==> config.mk <==
export PLATFORM = sky130hd
export DESIGN_NAME = mux_arb_reg_flat
export DESIGN_NICKNAME = d
export VERILOG_FILES = /design/src/rtl/mux_arb_reg_if.sv /design/src/rtl/mux_arb_reg.sv /design/src/flat_wrapper.sv
export SDC_FILE = /design/constraint.sdc
export NUM_CORES = 1
export LEC_CHECK = 0
export BUFFER_PORTS_ARGS = -buffer_cell sky130_fd_sc_hd__buf_4
export CORE_AREA = 2 2 56 58
export CTS_CLUSTER_SIZE = 30
export DETAILED_ROUTE_END_ITERATION = 6
export DIE_AREA = 0 0 58 60
export PLACE_DENSITY = 0.78
export SLEW_MARGIN = 20
export SYNTH_ARGS = -nofsm -noshare
export SYNTH_HDL_FRONTEND = slang
export SYNTH_SLANG_ARGS = --single-unit
==> constraint.sdc <==
create_clock -name clk -period 1.9 [get_ports clk]
set_clock_uncertainty 0.05 [all_clocks]
set_input_delay 0.38 -clock clk [delete_from_list [all_inputs] [get_ports clk]]
set_output_delay 0.38 -clock clk [all_outputs]
set_load 0.05 [all_outputs]
==> src/rtl/mux_arb_reg_if.sv <==
// Handshake bundle for mux_arb_reg: channel inputs, selection controls and the registered output.
// master = producers/consumer side, slave = the selector itself.
interface mux_arb_reg_if #(
  parameter int WIDTH = 8,
  parameter int NCH   = 4
);
  localparam int SELW = (NCH > 1) ? $clog2(NCH) : 1;

  logic [NCH*WIDTH-1:0] in_data;
  logic [NCH-1:0]       in_valid;
  logic [NCH-1:0]       in_ready;
  logic                 mode;
  logic [SELW-1:0]      op;
  logic [WIDTH-1:0]     y;
  logic                 y_valid;
  logic                 y_ready;
  logic [SELW-1:0]      y_ch;

  modport master (
    output in_data, in_valid, mode, op, y_ready,
    input  in_ready, y, y_valid, y_ch
  );

  modport slave (
    input  in_data, in_valid, mode, op, y_ready,
    output in_ready, y, y_valid, y_ch
  );
endinterface

==> src/rtl/mux_arb_reg.sv <==
// N-channel selector (direct by op, or round-robin) feeding a one-word registered output stage.
// Define MUXARB_STAT_EN to add the saturating xfer_cnt output-handshake counter.
module mux_arb_reg #(
  parameter int WIDTH = 8,
  parameter int NCH   = 4
) (
  input  logic         clk,
  input  logic         rst_n,
  mux_arb_reg_if.slave bus
`ifdef MUXARB_STAT_EN
  ,
  output logic [15:0]  xfer_cnt
`endif
);
  localparam int SELW = (NCH > 1) ? $clog2(NCH) : 1;

  typedef enum logic {EMPTY = 1'b0, FULL = 1'b1} state_t;

  state_t            state_q, state_d;
  logic [WIDTH-1:0]  y_q, y_d;
  logic [SELW-1:0]   y_ch_q, y_ch_d;
  logic [SELW-1:0]   ptr_q, ptr_d;
  logic [SELW-1:0]   grant;
  logic              grant_valid;
  logic              load_en;
  logic              xfer;
  logic [NCH-1:0]    in_ready_c;
  logic [WIDTH-1:0]  ch_data [NCH];

  always_comb begin
    for (int k = 0; k < NCH; k++) begin
      ch_data[k] = bus.in_data[k*WIDTH +: WIDTH];
    end
  end

  // Round-robin scans ptr, ptr+1, ... wrapping; direct mode clamps op to the last channel.
  always_comb begin
    int              idx;
    logic [SELW-1:0] cand;
    idx         = 0;
    cand        = '0;
    grant       = '0;
    grant_valid = 1'b0;
    if (bus.mode) begin
      for (int i = 0; i < NCH; i++) begin
        idx = int'(ptr_q) + i;
        if (idx >= NCH) begin
          idx = idx - NCH;
        end
        cand = SELW'(idx);
        if (!grant_valid && bus.in_valid[cand]) begin
          grant_valid = 1'b1;
          grant       = cand;
        end
      end
    end else begin
      if (int'(bus.op) >= NCH) begin
        grant = SELW'(NCH - 1);
      end else begin
        grant = bus.op;
      end
      grant_valid = bus.in_valid[grant];
    end
  end

  always_comb begin
    state_d    = state_q;
    y_d        = y_q;
    y_ch_d     = y_ch_q;
    ptr_d      = ptr_q;
    in_ready_c = '0;
    load_en    = (state_q == EMPTY) || bus.y_ready;
    xfer       = load_en && grant_valid;
    if (xfer) begin
      in_ready_c[grant] = 1'b1;
      state_d           = FULL;
      y_d               = ch_data[grant];
      y_ch_d            = grant;
      if (bus.mode) begin
        ptr_d = (int'(grant) == NCH - 1) ? '0 : grant + 1'b1;
      end
    end else if (state_q == FULL && bus.y_ready) begin
      state_d = EMPTY;
    end
  end

  always_ff @(posedge clk or negedge rst_n) begin
    if (!rst_n) begin
      state_q <= EMPTY;
      y_q     <= '0;
      y_ch_q  <= '0;
      ptr_q   <= '0;
    end else begin
      state_q <= state_d;
      y_q     <= y_d;
      y_ch_q  <= y_ch_d;
      ptr_q   <= ptr_d;
    end
  end

  assign bus.in_ready = in_ready_c;
  assign bus.y        = y_q;
  assign bus.y_valid  = (state_q == FULL);
  assign bus.y_ch     = y_ch_q;

`ifdef MUXARB_STAT_EN
  logic [15:0] xfer_cnt_q, xfer_cnt_d;

  always_comb begin
    xfer_cnt_d = xfer_cnt_q;
    if (state_q == FULL && bus.y_ready && xfer_cnt_q != 16'hFFFF) begin
      xfer_cnt_d = xfer_cnt_q + 16'd1;
    end
  end

  always_ff @(posedge clk or negedge rst_n) begin
    if (!rst_n) begin
      xfer_cnt_q <= '0;
    end else begin
      xfer_cnt_q <= xfer_cnt_d;
    end
  end

  assign xfer_cnt = xfer_cnt_q;
`else
  // Default build carries no statistics logic.
`endif
endmodule

==> src/flat_wrapper.sv <==
// flat-port wrapper written by rule: the top's interface ports become plain ports
module mux_arb_reg_flat 
#(
  parameter int WIDTH = 8,
  parameter int NCH   = 4
)
  (clk, rst_n, bus_in_data, bus_in_valid, bus_mode, bus_op, bus_y_ready, bus_in_ready, bus_y, bus_y_valid, bus_y_ch);
  mux_arb_reg_if #(.WIDTH(WIDTH), .NCH(NCH)) bus_i ();
  input  logic clk;
  input  logic rst_n;
  input wire logic [$bits(bus_i.in_data)-1:0] bus_in_data;
  input wire logic [$bits(bus_i.in_valid)-1:0] bus_in_valid;
  input wire logic [$bits(bus_i.mode)-1:0] bus_mode;
  input wire logic [$bits(bus_i.op)-1:0] bus_op;
  input wire logic [$bits(bus_i.y_ready)-1:0] bus_y_ready;
  output wire logic [$bits(bus_i.in_ready)-1:0] bus_in_ready;
  output wire logic [$bits(bus_i.y)-1:0] bus_y;
  output wire logic [$bits(bus_i.y_valid)-1:0] bus_y_valid;
  output wire logic [$bits(bus_i.y_ch)-1:0] bus_y_ch;
  assign bus_i.in_data = bus_in_data;
  assign bus_i.in_valid = bus_in_valid;
  assign bus_i.mode = bus_mode;
  assign bus_i.op = bus_op;
  assign bus_i.y_ready = bus_y_ready;
  assign bus_in_ready = bus_i.in_ready;
  assign bus_y = bus_i.y;
  assign bus_y_valid = bus_i.y_valid;
  assign bus_y_ch = bus_i.y_ch;
  mux_arb_reg #(.WIDTH(WIDTH), .NCH(NCH)) u_core (.clk(clk), .rst_n(rst_n), .bus(bus_i));
endmodule
# == Word-level counts from Yosys, hierarchy flattened ==
# Cells that the tools add are included.
# totals
ff_bits,13
out_inout_bits,15
wordCells,80
# op_classes
n_addsub,8
n_lt_le_gt_ge,12
n_eq_ne,1
n_mux,41
n_bitwise,2
reduce_logical,12
# ops
operator,n
2-bit two-way mux,15
2-bit by 3-bit less-than comparator with 1-bit output (second input constant),6
8-bit binary-select mux with 2-bit select,1
1-bit two-way mux,16
8-bit two-way mux,2
3-bit greater-or-equal comparator (second input constant),4
1-bit binary-select mux with 2-bit select,5
2-bit by 1-bit subtractor with 2-bit output (second input constant),4
2-bit by 2-bit adder with 3-bit output (second input constant),2
1-bit logical AND,6
4-bit two-way mux,1
2-bit by 1-bit adder with 3-bit output (second input constant),1
2-bit by 3-bit greater-or-equal comparator with 1-bit output (second input constant),1
1-bit logical NOT,3
2-bit inverter with 3-bit output,1
2-bit by 1-bit adder with 2-bit output (second input constant),1
1-bit demux with 2-bit select,1
2-bit by 1-bit == test with 1-bit output (second input constant),1
2-bit by 1-bit greater-or-equal comparator with 1-bit output (second input constant),1
2-bit AND reduction,1
2-bit nonzero test,1
1-bit logical OR,1
1-bit inverter,1

# == Longest topological paths before layout ==
# Gate-level depths: netlist (run 1).
# depth
depth_word,24
depth_mapped,6
mapped_depth_nobuf,5

# == Least setup slack after synthesis (run 1) ==
# No wires, ideal clock.
# synth_path
kind,reg-to-output
from,register u_core.ptr_q[1]
to,output bus_in_ready[0]
arrival_time_ns,2.003
required_ns,1.470
setup_slack_ns,-0.533
path_stages_with_launch,7
n_path_buf,1
cell_sequence,dfrtp_1 > mux2i_1 > nand2_1 > a31o_2 > clkbuf_2 > nand2b_1 > nor2_1
# synth_via
elab_chain_len,24
# synth_rtl
item,line,rtl
start: declaration,mux_arb_reg.sv:22,"logic [SELW-1:0] ptr_q, ptr_d;"
start signal: assignment,mux_arb_reg.sv:97,ptr_q <= ptr_d;
2-bit by 3-bit greater-or-equal comparator with 1-bit output / 2-bit by 1-bit subtractor with 2-bit output (equally long branches),"mux_arb_reg.sv:47, mux_arb_reg.sv:48",
2-bit two-way mux,mux_arb_reg.sv:47,if (idx >= NCH) begin
2-bit two-way mux,mux_arb_reg.sv:44,if (bus.mode) begin
1-bit binary-select mux with 2-bit select,mux_arb_reg.sv:51,if (!grant_valid && bus.in_valid[cand]) begin
1-bit two-way mux (implied by the code),mux_arb_reg.sv:51,
1-bit two-way mux,mux_arb_reg.sv:51,
1-bit two-way mux,mux_arb_reg.sv:44,
1-bit logical NOT,mux_arb_reg.sv:51,
[8 not listed],n/a,
1-bit logical AND,mux_arb_reg.sv:51,
2-bit two-way mux,mux_arb_reg.sv:51,
2-bit two-way mux,mux_arb_reg.sv:44,
2-bit by 3-bit less-than comparator with 1-bit output (implied by the code) / 2-bit by 1-bit greater-or-equal comparator with 1-bit output (equally long branches),mux_arb_reg.sv:75,in_ready_c[grant] = 1'b1;
1-bit logical AND (implied by the code),mux_arb_reg.sv:75,
1-bit two-way mux (implied by the code),mux_arb_reg.sv:75,
1-bit demux with 2-bit select,n/a,
4-bit two-way mux *,mux_arb_reg.sv:74,if (xfer) begin
end: declaration,flat_wrapper.sv:16,output wire logic [$bits(bus_i.in_ready)-1:0] bus_in_ready;
# Every way passes the cells marked *; elsewhere a longest branch is shown, timed or not. The select of a mux whose other input is x is not followed.

# == Final worst setup path (run 1) ==
# Same ends and word-level chain as after synthesis.

==> results of run 1 <==
==> area by class of cell <==
type                       count  area, µm²  share of cell area (%)
sequential                    13      326.6                   14.76
multi-input combinational     91       1003                   45.36
clock buffer                   3      22.52                   1.018
tap                           33      41.29                   1.867
clock inverter                 1      5.005                  0.2262
timing repair buffer          95      805.8                   36.43
inverter                       2      7.507                  0.3394
==> state kept, by name, indices dropped and copies added, names as in the netlist <==
register / cells
u_core.ptr_q: 2
u_core.bus.y_ch: 2
u_core.bus.y_valid: 1
u_core.bus.y: 8
==> layout by cell type, fill, tap and decap left out, drive strengths merged <==
master        n
inv           2
a311oi        2
a22oi         1
or4           1
o221a         1
dfrtp        13
clkinv        1
a211oi        7
o2111ai       1
nor2b         3
and2          1
a21boi        1
a31o          2
o31ai         1
and3          2
or2           1
or2b          1
nand2b        4
nand2        13
a211o         1
a21o          1
buf          94
nand4b        1
o21ai         1
mux2          3
mux4          1
dlygate4sd3   1
a31oi         8
nor2         12
a21oi         1
mux2i        10
clkbuf        3
xnor2         1
o21a          1
a2111oi       7
a32oi         1
==> routing by layer <==
layer / GRT usage, % / routed length [µm]
met4: 6.312 / 46
met2: 40.91 / 2365
met1: 21.32 / 1528
met5: 0 / 0
met3: 3.680 / 251
==> where the power goes <==
group          internal, µW  switching [µW]  total (µW)
registers               366            75.7         441
clock network          78.6             112         191
logic                   702             795        1500
==> path summary, 6_finish.rpt <==
path	from	endpoint	slack [ps]	depth (start not counted)
worst max-delay path	u_core.ptr_q[1]	bus_in_ready[0]	-330	6
worst min-delay path	bus_in_data[23]	u_core.bus.y[7]	350	3
worst max register to register	u_core.ptr_q[0]	u_core.bus.y[6]	-140	8
worst min register to register	u_core.bus.y[6]	u_core.bus.y[6]	460	2
max in group asynchronous	rst_n	u_core.ptr_q[1]	1190	2
min in group asynchronous	rst_n	u_core.bus.y[7]	430	2
==> stage by stage <==
stage	instance area [µm²]	hold WS (ps)	power [µW]	std cells
5_1_grt	2212	382.5	2226	238
6_report	2212	352.3	2129	238
2_1_floorplan	1196	34.41	1170	115
3_3_place_gp	1780	183.8	1521	220
3_5_place_dp	1780	189.5	1555	220
4_1_cts	1989	404.2	1900	233
==> logic make-up after synthesis <==
| kind of cell | Yosys count | synth area share [%] |
|---|---|---|
| simple gates | 39 | 16.48 |
| compound gates | 37 | 33.96 |
| mux | 14 | 14.16 |
| flops | 13 | 28.76 |
| buf+inv | 11 | 5.862 |
| xor+xnor | 1 | 0.7745 |
==> what timing repair did <==
item	in CTS	in global routing
gates resized for setup	25	25
endpoints found under the setup margin	13	14
hold buffers	1	0
hold endpoints to repair	13	0
pin swaps	11	10
buffers inserted	10	5
==> critical path: cells and delay by family, from the launching register on <==
family | cells | cell delay [ps]
AO/OA/AOI/OAI | 2 | 490
flip-flops | 1 | 470
buffers and inverters | 3 | 440
AND/OR/NAND/NOR | 1 | 100
==> flow_summary.toml, run 1 <==
[status]
status = "finished, violations left"
violations = "setup timing"

[clock_tree]
clock-sinks = 13
htree_levels = 1
clk-insertion-delay-late_ps = 300
root_buffer = "clkbuf_4"
cts.reportedPaths.clkPinSlew_ps = 90
cts_tree = "done"
cts_buffers = 3
clockBufferDepth = 2

[worst_setup_path]
crit_chain = "buf_6 -> o221a_4 -> a31o_4 -> buf_4 -> nor2_4 -> buf_6"
required_ps = 1470
start_kind = "flip-flop"
worstPathMaxFanout = 5
cpMostUsedCell = "buf_6"
critPathCaptureType = "output port"
critPathKind = "flip-flop to output port"
worstPathArrival_ps = 1800
crit_slowest_cell = "dfrtp_2"
crit_path_max_incr_delay_ps = 470

[final_layout]
fillers = 202
nets = 248
syn_to_final_growth_pct = 95.58
fin_util_pct = 76.21
n_antenna_cell = 0
drive_gt1_share_pct = 70.73

[synthesis]
netlist_instances = 115
synth_top_area_share_pct = 28.76
synth_warnings = 0
ys.flop_type = "dfrtp_1"
ys_ff_latch = 13
synth_common_cells = "dfrtp_1 (13), nand2_1 (13), nor2_1 (12), mux2i_1 (10), a31oi_1 (8)"
yosys.area.top_type = "dfrtp_1"
ys_types = 38
yosys-top-cells-area = "dfrtp_1 (29%), mux2i_1 (8.8%), a2111oi_2 (8.0%)"
syn_avg_cell_area_um2 = 9.836
async_flop_share_pct = 100.0
syn_nets = 157
synth_edf_count = 0
syn_area_mm2 = 0.001131
ys_seq_area_share_pct = 28.76

[pwr]
peakVddDrop_mv = 0.8185
p_per_area_mw_per_mm2 = 962.3
leakage_uw = 0.0009493

[floorplan]
io_pins = 57
die_area_mm2 = 0.003480
die_y_um = 60
core_mm2 = 0.002903
rows = 20
start_util_pct = 38.97
fp.dieW_um = 58

[routing]
ant_nets = 0
drt-total-wl_um = 4192
route.detailed.drc = 0
dr.pass1.iters = 4
wl_per_cell_um = 17.61
drtIter0Drc = 40
via_per_inst = 5.563
dr_total_vias = 1324

[placed_design]
hpwl_um = 2684
gp_congestion = 0.8078
port_buffers = 56
post-place-ws_ps = -324.1

[global_route]
grt_use_total_pct = 20.44
grt.overflow.total = 0
grt_max_degree = 14
grt_pass1_wl_um = 5492
first_global_vias = 1295
antenna_found_initial = 0

[timing]
drv_slew = 0
worst_pin_slew_ps = 331.3
rsz0062_at_grt = "true"
finalCriticalPeriod_ps = 2232
setup_ws_ps = -332.4
fin_tns_setup_ps = -1707
setup_viol = 11
max_freq_ghz = 0.4479
relSlewSlack_pct = 77.92
post-route-period-util_pct = 117.5
hold_viol = 0

[hold_path]
hold_class = "primary input to flip-flop"

[job]
cap_violations = 0
Power figures use the tool's default switching activity.
==> run 2, diff against run 1 <==
--- a/config.mk
+++ b/config.mk
@@ -11,6 +11,7 @@
 export DETAILED_ROUTE_END_ITERATION = 6
 export DIE_AREA = 0 0 58 60
 export PLACE_DENSITY = 0.78
+export RECOVER_POWER = 100
 export SLEW_MARGIN = 20
 export SYNTH_ARGS = -nofsm -noshare
 export SYNTH_HDL_FRONTEND = slang
==> run 2 against run 1 <==
Net effect:
- the flow still finishes with violations (setup timing)
- design area down 2.0%
- count of clock-buffer cells in the layout is the same
- sequential cell count stayed put
- hold slack got worse by 1.2 ps
- sequential share of layout area increased by 0.31 points
- setup slack worse by 0.66 ps
- utilization down 1.6 points
- global-route usage did not move
- critical endpoint unchanged
==> flow_summary.toml, run 2 (synthesis gave the netlist of run 1 again) <==
[worst_setup_path]
timing.rr.start = "u_core.ptr_q[0]"
worstPathArrival_ps = 1800
cpMostUsedCell = "buf_6"
crit_slowest_cell = "dfrtp_2"
critPathKind = "flip-flop to output port"
worstPathMaxFanout = 5
r2r_end = "u_core.bus.y[6]"
start_kind = "flip-flop"
crit_chain = "buf_6 -> o221a_4 -> a31o_4 -> buf_4 -> nor2_4 -> buf_6"
reg2reg_slack_ps = -140
required_ps = 1470
rr_worst_depth = 8
critPathCaptureType = "output port"
crit_path_max_incr_delay_ps = 470

[hold_path]
min_path_cells = 3
hold_class = "primary input to flip-flop"
hold-path-endpoint = "u_core.bus.y[7]"
min_from = "bus_in_data[23]"

[placed_design]
hpwl_um = 2684
port_buffers = 56
gp_congestion = 0.8078
place_area_mm2 = 0.001780

[pwr]
peakVddDrop_mv = 0.7731
p_per_area_mw_per_mm2 = 953.3
pwr-share-comb_pct = 69.5
power_frac_clock_pct = 9.2
p_seq_share_pct = 21.3
power_switching_uw = 981.4
p_total_uw = 2066
power.internal_uw = 1084
leakage_uw = 0.0009070
swShare_pct = 47.51

[floorplan]
fp.dieW_um = 58
start_util_pct = 38.97
io_pins = 57
die_y_um = 60
rows = 20
die_area_mm2 = 0.003480
core_mm2 = 0.002903

[global_route]
first_global_vias = 1295
grt_pass1_wl_um = 5492
grt_max_degree = 14
antenna_found_initial = 0
grt_use_total_pct = 20.44
grt.overflow.total = 0

[timing]
setup_viol = 11
rsz0062_at_grt = "true"
post-route-period-util_pct = 117.5
relSlewSlack_pct = 49.17
finalCriticalPeriod_ps = 2233
drv_slew = 0
setup_ws_ps = -333.1
worst_pin_slew_ps = 762.4
hold_viol = 0
max_freq_ghz = 0.4478

[routing]
ant_nets = 0
route.detailed.drc = 0
drtIter0Drc = 53
via_per_inst = 5.580
wl_per_cell_um = 17.58
drt-total-wl_um = 4185
dr_total_vias = 1328
dr.pass1.iters = 4

[final_layout]
largest_register_ffs = 8
finalInstanceArea_mm2 = 0.002167
n_antenna_cell = 0
final_common_cell = "buf_4"
fin_util_pct = 74.66
syn_to_final_growth_pct = 91.59
drive_gt1_share_pct = 64.88
most-common-layout-cells = "buf_4 (67), nand2_1 (12), clkbuf_1 (12), dfrtp_1 (12), buf_6 (10)"
fillers = 215
nets = 248

[clock_tree]
clock-sinks = 13
htree_levels = 1
cts_buffers = 3
cts.reportedPaths.clkPinSlew_ps = 90
root_buffer = "clkbuf_4"
cts_tree = "done"
clk-insertion-delay-late_ps = 300
clockBufferDepth = 2

[job]
cap_violations = 0

[status]
violations = "setup timing"
status = "finished, violations left"
run 2: cell type report:
class                   count  area, µm²  share of cell area, %
clock inverters             1      5.005                 0.2309
multi-input cells          91       1003                  46.30
well taps                  33      41.29                  1.905
flip-flops and latches     13      326.6                  15.07
inverters                   2      7.507                 0.3464
repair buffers             95      760.7                  35.10
clock buffers               3      22.52                  1.039
run 2: repair_timing:
action                     in CTS  in global routing
resized for setup              25                 25
buffers inserted               10                  5
hold endpoints to repair       13                  0
pin swaps                      11                 10
setup endpoints to repair      13                 14
hold buffers                    1                  0
run 2: per-layer routing:
| metal | vias up | routed length, µm | share of wire (%) | GRT usage [%] |
|---|---|---|---|---|
| met1 | 641 | 1498 | 36 | 21.32 |
| met4 | 0 | 46 | 1.1 | 6.312 |
| met5 | - | 0 | 0 | 0 |
| met3 | 5 | 280 | 6.7 | 3.680 |
| met2 | 55 | 2359 | 56 | 40.91 |
| li1 | 627 | - | - | - |
run 2: power groups by stage:
stage	logic, µW	registers (µW)	clock network, µW
after floorplan	502	668	0
after global placement	1090	427	0
after detailed placement	1120	437	0
after CTS	1280	431	186
after global routing	1500	451	208
final	1440	440	191
run 2: worst max-delay path: cells and delay by family, from the launching register on:
family / cells / cell delay [ps]
buffers and inverters: 3 / 440
AOI/OAI and AO/OA: 2 / 490
DFF: 1 / 470
and+or+nand+nor: 1 / 100
run 2: worst max-delay path by stage:
stage | to | start | cells past startpoint | slack, ps
after global placement | bus_in_ready[3] | bus_in_valid[0] | 6 | -330
after floorplan | bus_in_ready[1] | bus_in_valid[0] | 5 | -130
after global routing | bus_in_ready[0] | u_core.ptr_q[1] | 6 | -380
final | bus_in_ready[0] | u_core.ptr_q[1] | 6 | -330
after CTS | bus_in_ready[0] | u_core.ptr_q[0] | 7 | -310
after detailed placement | bus_in_ready[3] | bus_in_valid[0] | 6 | -320
run 2: through the flow:
stage / std cells / hold WS (ps) / TNS, ps / worst slack [ps]
floorplan: 115 / 34.41 / -469.6 / -125.6
global placement: 220 / 183.8 / -2823 / -334.3
detailed placement: 220 / 189.5 / -3001 / -324.1
CTS: 233 / 404.2 / -1079 / -307.0
global route: 238 / 382.5 / -2412 / -377.0
finish: 238 / 351.1 / -1702 / -333.1
==> run 3, diff against run 2 <==
--- a/config.mk
+++ b/config.mk
@@ -5,12 +5,12 @@
 export SDC_FILE = /design/constraint.sdc
 export NUM_CORES = 1
 export LEC_CHECK = 0
-export BUFFER_PORTS_ARGS = -buffer_cell sky130_fd_sc_hd__buf_4
-export CORE_AREA = 2 2 56 58
+export CORE_AREA = 2 2 48 50
 export CTS_CLUSTER_SIZE = 30
 export DETAILED_ROUTE_END_ITERATION = 6
-export DIE_AREA = 0 0 58 60
-export PLACE_DENSITY = 0.78
+export DIE_AREA = 0 0 50 52
+export DONT_BUFFER_PORTS = 1
+export PLACE_DENSITY = 0.77
 export RECOVER_POWER = 100
 export SLEW_MARGIN = 20
 export SYNTH_ARGS = -nofsm -noshare
==> run 3 against run 2 <==
Net effect:
- the flow still finishes with violations (setup timing)
- routed wire length shrank 19%
- clock power shrank 4%
- utilization grew 3.8 points
- combinational power shrank 33%
- largest power group unchanged
- highest routed layer unchanged
==> flow_summary.toml, run 3 (synthesis gave the netlist of run 1 again) <==
[pwr]
power.internal_uw = 963.8
p_seq_share_pct = 37.7
p_total_uw = 1836
peakVddDrop_mv = 0.7331
power_switching_uw = 871.9
pwr-share-comb_pct = 52.3
power_frac_clock_pct = 10.0
p_per_area_mw_per_mm2 = 1111
swShare_pct = 47.50
leakage_uw = 0.0006469

[clock_tree]
root_buffer = "clkbuf_4"
cts_tree = "done"
cts.reportedPaths.clkPinSlew_ps = 80
clk-insertion-delay-late_ps = 290
htree_levels = 1
clock-sinks = 13
clockBufferDepth = 2
cts_buffers = 3

[final_layout]
syn_to_final_growth_pct = 46.02
final_common_cell = "buf_4"
final_cells = 172
largest_register_ffs = 8
most-common-layout-cells = "buf_4 (25), nand2_1 (13), dfrtp_1 (11)"
n_antenna_cell = 0
nets = 187
drive_gt1_share_pct = 49.31
finalInstanceArea_mm2 = 0.001652
fillers = 129

[routing]
route.detailed.drc = 0
dr.pass1.iters = 4
via_per_inst = 6.483
drtIter0Drc = 20
ant_nets = 0
drt-total-wl_um = 3373
wl_per_cell_um = 19.61
dr_total_vias = 1115

[worst_setup_path]
reg2reg_slack_ps = -90
worstPathMaxFanout = 5
start_kind = "flip-flop"
r2r_end = "u_core.ptr_q[1]"
cp-startpoint = "u_core.ptr_q[1]"
rr_worst_depth = 8
timing.rr.start = "u_core.ptr_q[1]"
required_ps = 1470
critPathCaptureType = "output port"
worstPathArrival_ps = 1790
critPathKind = "flip-flop to output port"

[floorplan]
die_area_mm2 = 0.002600
io_pins = 57
die_y_um = 52
fp.dieW_um = 50
core_mm2 = 0.002106
start_util_pct = 53.71
rows = 17

[timing]
fin_tns_setup_ps = -1407
setup_viol = 13
hold_ws_ps = 271.1
post-route-period-util_pct = 116.6
worst_pin_slew_ps = 626.7
max_freq_ghz = 0.4512
rsz0062_at_grt = "true"
drv_slew = 0
setup_ws_ps = -316.1
relSlewSlack_pct = 58.08
finalCriticalPeriod_ps = 2216
hold_viol = 0

[hold_path]
hold_class = "primary input to flip-flop"
min_path_cells = 2
min_from = "bus_in_data[21]"
hold-path-endpoint = "u_core.bus.y[5]"

[global_route]
grt_max_degree = 21
first_global_vias = 1183
grt_use_total_pct = 26.67
grt.overflow.total = 0
grt_pass1_wl_um = 5161
antenna_found_initial = 0

[status]
status = "finished, violations left"
violations = "setup timing"

[placed_design]
port_buffers = 0
place_area_mm2 = 0.001336
dp_cells = 155
hpwl_um = 2216
gp_congestion = 0.7323

[job]
cap_violations = 0
==> run 3: worst max path at each step <==
stage | slack [ps] | to | cells past startpoint
after floorplan | -130 | bus_in_ready[1] | 5
after CTS | -310 | bus_in_ready[2] | 6
after global routing | -390 | bus_in_ready[2] | 6
after global placement | -120 | bus_in_ready[3] | 4
final | -320 | bus_in_ready[2] | 6
after detailed placement | -150 | u_core.ptr_q[1] | 6
==> run 3: critical path: stages, from the launching register on <==
cell and delay [ps]:
dfrtp_2 440, mux2i_2 250, nand2_1 110, a31o_4 260
nand2b_4 160, nor2_4 120, buf_12 140
==> run 3: per-layer routing <==
layer	global-route usage (%)	wire [µm]	vias up
met5	0	0	-
met4	12.50	93	0
met3	8.046	234	11
met2	49.78	1822	61
met1	26.90	1221	542
li1	-	-	501
==> run 3: power groups by stage <==
stage	clock [µW]	combinational [µW]	sequential, µW
after global placement	0	635	680
after global routing	197	1020	703
final	183	961	692
after detailed placement	0	659	688
after CTS	184	863	685
after floorplan	0	502	668
==> run 3: cell type report <==
class                   instances  area (µm²)  share of cell area, %
clock buffers                   4       26.28                  1.591
inverters                       2       7.507                 0.4545
multi-input cells              91       925.9                  56.06
flip-flops and latches         13       327.8                  19.85
well taps                      28       35.03                  2.121
repair buffers                 34       329.1                  19.92
==> run 3: metrics by stage <==
step,util (%),setup WS (ps)
2_1_floorplan,-,-125.6
3_3_place_gp,63.46,-120.3
3_5_place_dp,63.46,-151.7
4_1_cts,74.93,-305.5
5_1_grt,78.43,-391.5
6_report,78.43,-316.1
==> run 3: timing repair <==
action / 4_1_cts / 5_1_grt
cloned: 0 / 1
endpoints found under the hold margin: 13 / 0
pin swaps: 8 / 9
buffers inserted: 9 / 3
gates resized for setup: 18 / 10
hold buffers: 1 / 0
endpoints found under the setup margin: 14 / 14
